<file path="config.mk">
export PLATFORM = sky130hd
export DESIGN_NAME = router_fsm_ctrl
export DESIGN_NICKNAME = d
export VERILOG_FILES = /design/src/rtl/router_pkg.sv /design/src/rtl/router_timeout.sv /design/src/rtl/router_fsm_ctrl.sv
export SDC_FILE = /design/constraint.sdc
export NUM_CORES = 1
export LEC_CHECK = 0
export CAP_MARGIN = 20
export CORE_UTILIZATION = 25
export DETAILED_ROUTE_END_ITERATION = 8
export PLACE_DENSITY = 0.53
export SYNTH_ARGS = -nofsm -noshare
export SYNTH_HDL_FRONTEND = slang
export SYNTH_SLANG_ARGS = --single-unit
</file>
<file path="constraint.sdc">
create_clock -name clk -period 5.3 [get_ports clk]
set_input_delay 0.53 -clock clk [delete_from_list [all_inputs] [get_ports clk]]
set_output_delay 0.53 -clock clk [all_outputs]
set_load 0.01 [all_outputs]
</file>
<file path="src/rtl/router_pkg.sv">
// Shared state encoding, header layout and helpers
// for the 3x1 router ingress controller.
package router_pkg;

  typedef enum logic [2:0] {
    IDLE,
    WAIT_EMPTY,
    LOAD_FIRST,
    LOAD_DATA,
    LOAD_PARITY,
    DROP
  } state_t;

  localparam int NPORT    = 3;
  localparam int ADDR_LSB = 0;
  localparam int ADDR_W   = 2;
  localparam int LEN_LSB  = 2;
  localparam int LEN_W    = 6;
  localparam int CNT_W    = LEN_W + 1;

  localparam logic [ADDR_W-1:0] INVALID_DEST = 2'd3;

  // Unused dest code maps to no FIFO at all.
  function automatic logic [NPORT-1:0] dest_onehot(
    input logic [ADDR_W-1:0] d
  );
    logic [NPORT-1:0] v;
    for (int i = 0; i < NPORT; i++) begin
      v[i] = (d == ADDR_W'(i));
    end
    return v;
  endfunction

endpackage

</file>
<file path="src/rtl/router_timeout.sv">
// Per-FIFO stall watchdog: counts idle read cycles on a
// non-empty FIFO and emits a one-cycle flush pulse.
module router_timeout
  import router_pkg::*;
#(
  parameter int TIMEOUT = 30
) (
  input  logic clk,
  input  logic reset,
  input  logic i_fifo_empty,
  input  logic i_read_enb,
  output logic o_soft_reset
);

  logic [4:0] r_tcnt;
  logic       w_hit;

  assign w_hit = (r_tcnt == 5'(TIMEOUT - 1));

  always_ff @(posedge clk) begin
    if (reset) begin
      r_tcnt <= '0;
    end else if (i_fifo_empty || i_read_enb || w_hit) begin
      r_tcnt <= '0;
    end else begin
      r_tcnt <= r_tcnt + 5'd1;
    end
  end

  assign o_soft_reset = w_hit;

endmodule

</file>
<file path="src/rtl/router_fsm_ctrl.sv">
// Router ingress controller: header decode, FIFO select,
// write sequencing, parity check and stall flush handling.
module router_fsm_ctrl
  import router_pkg::*;
#(
  parameter int DATA_W  = 8,
  parameter int TIMEOUT = 30
) (
  input  logic              clk,
  input  logic              reset,
  input  logic              pkt_valid,
  input  logic [DATA_W-1:0] data_in,
  output logic              busy,
  input  logic [NPORT-1:0]  fifo_full,
  input  logic [NPORT-1:0]  fifo_empty,
  input  logic [NPORT-1:0]  read_enb,
  output logic [NPORT-1:0]  write_enb,
  output logic [DATA_W-1:0] data_to_fifo,
  output logic              lfd_state,
  output logic [NPORT-1:0]  soft_reset,
  output logic              err
);

  state_t            r_state;
  logic [ADDR_W-1:0] r_dest;
  logic [LEN_W-1:0]  r_len_cnt;
  logic [CNT_W-1:0]  r_drop_cnt;
  logic [DATA_W-1:0] r_parity;
  logic [DATA_W-1:0] r_hdr;
  logic              r_err;

  logic [ADDR_W-1:0] w_hdr_dest;
  logic [LEN_W-1:0]  w_hdr_len;
  logic [NPORT-1:0]  w_hdr_sel;
  logic [NPORT-1:0]  w_sel;
  logic [NPORT-1:0]  w_sr;
  logic              w_hdr_empty;
  logic              w_full;
  logic              w_empty;
  logic              w_sr_dest;
  logic              w_abort;
  logic              w_busy;
  logic              w_accept;
  logic              w_wr;
  logic              w_lfd;

  for (genvar gi = 0; gi < NPORT; gi++) begin : g_to
    router_timeout #(
      .TIMEOUT(TIMEOUT)
    ) u_to (
      .clk          (clk),
      .reset        (reset),
      .i_fifo_empty (fifo_empty[gi]),
      .i_read_enb   (read_enb[gi]),
      .o_soft_reset (w_sr[gi])
    );
  end

  assign w_hdr_dest  = data_in[ADDR_LSB +: ADDR_W];
  assign w_hdr_len   = data_in[LEN_LSB +: LEN_W];
  assign w_hdr_sel   = dest_onehot(w_hdr_dest);
  assign w_hdr_empty = |(fifo_empty & w_hdr_sel);

  assign w_sel     = dest_onehot(r_dest);
  assign w_full    = |(fifo_full & w_sel);
  assign w_empty   = |(fifo_empty & w_sel);
  assign w_sr_dest = |(w_sr & w_sel);

  // A flush of our FIFO holds the source for the abort cycle.
  assign w_abort = w_sr_dest &&
                   (r_state == WAIT_EMPTY ||
                    r_state == LOAD_DATA  ||
                    r_state == LOAD_PARITY);

  always_comb begin
    w_busy = 1'b0;
    unique case (r_state)
      WAIT_EMPTY,
      LOAD_FIRST:  w_busy = 1'b1;
      LOAD_DATA,
      LOAD_PARITY: w_busy = w_full | w_abort;
      default:     w_busy = 1'b0;
    endcase
  end

  assign w_accept = pkt_valid & ~w_busy;
  assign w_lfd    = (r_state == LOAD_FIRST);

  always_comb begin
    w_wr = 1'b0;
    unique case (r_state)
      LOAD_FIRST:  w_wr = ~w_full;
      LOAD_DATA,
      LOAD_PARITY: w_wr = w_accept;
      default:     w_wr = 1'b0;
    endcase
  end

  always_ff @(posedge clk) begin
    if (reset) begin
      r_state    <= IDLE;
      r_dest     <= '0;
      r_len_cnt  <= '0;
      r_drop_cnt <= '0;
      r_parity   <= '0;
      r_hdr      <= '0;
      r_err      <= 1'b0;
    end else begin
      r_err <= 1'b0;
      unique case (r_state)
        IDLE: begin
          if (pkt_valid) begin
            r_hdr     <= data_in;
            r_dest    <= w_hdr_dest;
            r_len_cnt <= w_hdr_len;
            r_parity  <= data_in;
            if (w_hdr_dest == INVALID_DEST) begin
              r_drop_cnt <= {1'b0, w_hdr_len} + CNT_W'(1);
              r_state    <= DROP;
            end else if (w_hdr_empty) begin
              r_state <= LOAD_FIRST;
            end else begin
              r_state <= WAIT_EMPTY;
            end
          end
        end
        WAIT_EMPTY: begin
          if (w_abort) begin
            r_drop_cnt <= {1'b0, r_len_cnt} + CNT_W'(1);
            r_state    <= DROP;
          end else if (w_empty) begin
            r_state <= LOAD_FIRST;
          end
        end
        LOAD_FIRST: begin
          if (w_wr) begin
            r_state <= (r_len_cnt == '0) ? LOAD_PARITY
                                         : LOAD_DATA;
          end
        end
        LOAD_DATA: begin
          if (w_abort) begin
            r_drop_cnt <= {1'b0, r_len_cnt} + CNT_W'(1);
            r_state    <= DROP;
          end else if (w_accept) begin
            r_parity  <= r_parity ^ data_in;
            r_len_cnt <= r_len_cnt - LEN_W'(1);
            if (r_len_cnt == LEN_W'(1)) begin
              r_state <= LOAD_PARITY;
            end
          end
        end
        LOAD_PARITY: begin
          if (w_abort) begin
            r_drop_cnt <= CNT_W'(1);
            r_state    <= DROP;
          end else if (w_accept) begin
            r_err   <= (data_in != r_parity);
            r_state <= IDLE;
          end
        end
        DROP: begin
          if (w_accept) begin
            r_drop_cnt <= r_drop_cnt - CNT_W'(1);
            if (r_drop_cnt == CNT_W'(1)) begin
              r_state <= IDLE;
            end
          end
        end
        default: r_state <= IDLE;
      endcase
    end
  end

  assign busy         = w_busy;
  assign lfd_state    = w_lfd;
  assign write_enb    = w_wr ? w_sel : '0;
  assign data_to_fifo = !w_wr ? '0 :
                        w_lfd ? r_hdr : data_in;
  assign soft_reset   = w_sr;
  assign err          = r_err;

endmodule

</file>
==> impl_metrics.env <==
export IMPL_status="finished clean"
export IMPL_synth_seq_cells=48
export IMPL_final_nets=449
export IMPL_powerDensity_mw_per_mm2=377.0
export IMPL_cts_sinks=48
export IMPL_cts_buffers=5
export IMPL_die_area_mm2=0.01297
export IMPL_clock_path_buffers=2
export IMPL_cp_slowest_cell="nor2_1"
export IMPL_rsz0062_at_grt="false"
export IMPL_vdd_ir_drop_max_mv=0.1431
export IMPL_synth_warning_count=0
export IMPL_firstDrtPassIters=4
export IMPL_antenna_found_initial=0
export IMPL_hold_buffers=0
export IMPL_dpl_cell_count=578
export IMPL_rows=40
export IMPL_wl_um=7842
export IMPL_ant_nets=0
export IMPL_relSlewSlack=0.3679
export IMPL_regArea_um2=960.9
export IMPL_drtIter0Drc=100
export IMPL_worst_ep_arrival_time_ns=3.28
export IMPL_grt_total_usage=0.1295
export IMPL_synthArstFlopShare=0
export IMPL_cts_root_buf="clkbuf_16"
export IMPL_syn_cell_area_mm2=0.003129
export IMPL_num_fill_cells=1362
export IMPL_finalHoldViolations=0
export IMPL_timing_fmax_ghz=0.2626
export IMPL_cp_top_family="simple AND/OR/NAND/NOR gates"
export IMPL_wl_per_cell_um=13.38
export IMPL_num_vias=2847
export IMPL_maxCapViolations=0
export IMPL_worst_slack_ns=1.492
export IMPL_io_buffer_count=36
export IMPL_grt_pass1_vias=2686
export IMPL_crit_path_end_kind="output pin"
export IMPL_area_delta_synth_final_pct=18.35
export IMPL_place_ws_ns=1.871
export IMPL_drive_above_1_share=0.04306
export IMPL_hpwl_um=5790
export IMPL_crit_type="reg -> out"
export IMPL_clk_latency_ns=0.29
export IMPL_placed_area_mm2=0.003556
export IMPL_drv_slew=0
export IMPL_path_max_fanout=18
export IMPL_syn_inst=401
export IMPL_synth_avg_cell_area_um2=7.804
export IMPL_final_core_util=0.3058
export IMPL_viasPerCell=4.858
export IMPL_seq_area_frac_synth=0.3071
export IMPL_crit_required_ns=4.77
export IMPL_die_h_um=113.9
export IMPL_io_pin_count=37
export IMPL_cp_common_cell="nor2_1"
export IMPL_layoutNonFillerInstCount=586
export IMPL_drc=0
export IMPL_crit_buf_inv=1
export IMPL_grt_max_degree=19
export IMPL_htree_levels=2
export IMPL_synth_distinct_cells=59
export IMPL_coreArea_mm2=0.01211
export IMPL_grt_pass1_wl_um=13530
export IMPL_fin_area_mm2=0.003704
export IMPL_crit_path_max_incr_delay_ns=0.75
export IMPL_tightest_slew_ns=0.9447
export IMPL_synth_edf_count=0
export IMPL_start_kind="flop"
export IMPL_fin_crit_ns=3.808
export IMPL_path_clk_slew_ns=0.07
export IMPL_ys_flop_type="dfxtp_1"
export IMPL_synth_nets=433
export IMPL_finalCritPeriodShare=0.7185
export IMPL_post_cts_setup_buffers=0
export IMPL_globalplace_congestion=0.7766
export IMPL_setup_tns_ns=0
export IMPL_hp_class="reg -> reg"
export IMPL_start_util=0.2584
export IMPL_die_x_um=113.9
export IMPL_multi_input_area_mm2=0.001983
export IMPL_cts_resized=0
export IMPL_hold_slack_ns=0.4597
export IMPL_skew_ns=0.005455
export IMPL_setup_viol=0
export IMPL_cts_tree="built"
export IMPL_grt_overflow=0
export IMPL_leakagePower_nw=1.352
export IMPL_antennaDiodeCount=0
export IMPL_total_power_mw=1.396
export IMPL_crit_chain="nand2_1 -> nor2_1 -> nor2_1 -> nor3_1 -> o21ai_1 -> nor3b_1 -> clkdlybuf4s50_1"
[tightest hold or removal path: stages, from the launching register on]
cell and delay [ns]:
dfxtp_1 0.31, nand2_1 0.05, a21oi_1 0.05
[layout make-up]
| type | instances | share of cell area |
|---|---|---|
| Clock inverter | 3 | 0.006081 |
| Timing Repair Buffer | 37 | 0.09932 |
| Multi-Input combinational cell | 316 | 0.5355 |
| Tap cell | 168 | 0.05676 |
| Inverter | 9 | 0.009122 |
| Sequential cell | 48 | 0.2595 |
| Clock buffer | 5 | 0.03378 |
[state kept, by name, indices dropped and copies added, names as in the netlist]
name / count
err: 1
g_to.u_to.r_tcnt: 15
r_dest: 1
r_drop_cnt: 7
r_hdr: 7
r_len_cnt: 6
r_parity: 8
r_state: 3
[synth_stat cells, types with 6 or more instances]
library cell / count / share of area
nand2_1: 66 / 0.079
dfxtp_1: 48 / 0.31
nor2_1: 46 / 0.055
a21oi_1: 37 / 0.059
mux2i_1: 18 / 0.058
xor2_1: 18 / 0.050
clkbuf_1: 14 / 0.017
ha_1: 12 / 0.048
nand3_1: 10 / 0.016
buf_2: 9 / 0.014
nor3_1: 8 / 0.013
inv_1: 7 / 0.0084
nand2b_1: 7 / 0.014
o21ai_0: 7 / 0.011
o21ai_1: 7 / 0.011
xnor2_1: 6 / 0.017
[layout by cell type (no fill, tap or decap), types with 3 or more instances in the layout]
cell type and n:
clkdlybuf4s50_1 36, a21oi_1 37, a21boi_0 4, o21ai_0 7
and4_1 3, or4_1 4, nor3_1 8, nand3_1 10
xor2_1 18, mux2i_1 18, nand3b_1 3, nor3b_1 4
nor4_1 4, nand2_1 66, inv_1 7, ha_1 12
xnor2_1 6, o211ai_1 4, nand2b_1 7, o31ai_1 4
a21boi_1 4, o21ai_1 7, o41ai_1 4, nor2_1 46
a211oi_1 3, clkbuf_16 5, dfxtp_1 48
[final timing paths]
kind                                              start  cells past startpoint  slack, ns                   endpoint
worst max-delay path            r_state[1]$_SDFFE_PP0P_                      7       1.49               write_enb[1]
worst min-delay path              r_hdr[7]$_SDFFE_PP0P_                      2       0.46      r_hdr[7]$_SDFFE_PP0P_
worst max register to register  r_state[1]$_SDFFE_PP0P_                      6       2.38  r_len_cnt[2]$_SDFFE_PP0P_
worst min register to register    r_hdr[7]$_SDFFE_PP0P_                      2       0.46      r_hdr[7]$_SDFFE_PP0P_
[cell families after synthesis]
group / after synthesis / synth area share
flops: 48 / 0.3071
compound gates: 96 / 0.2083
mux: 22 / 0.07637
simple gates: 162 / 0.2339
buf+inv: 37 / 0.05917
xor+xnor: 24 / 0.06717
fa+ha+maj: 12 / 0.04798
[report_power, final]
| group | switching [mW] | internal (mW) | leakage, nW |
|---|---|---|---|
| logic | 0.331 | 0.254 | 0.887 |
| registers | 0.0817 | 0.409 | 0.391 |
| clock network | 0.143 | 0.177 | 0.0742 |
| total | 0.556 | 0.840 | 1.35 |
[metal layers]
metal | vias up | track usage | share of wire
li1 | 1428 | - | -
met1 | 1357 | 0.1729 | 0.50
met2 | 55 | 0.2146 | 0.46
met3 | 7 | 0.02285 | 0.034
met4 | 0 | 0.03550 | 0.011
met5 | - | 0 | 0
(Power assumes the default switching activity.)
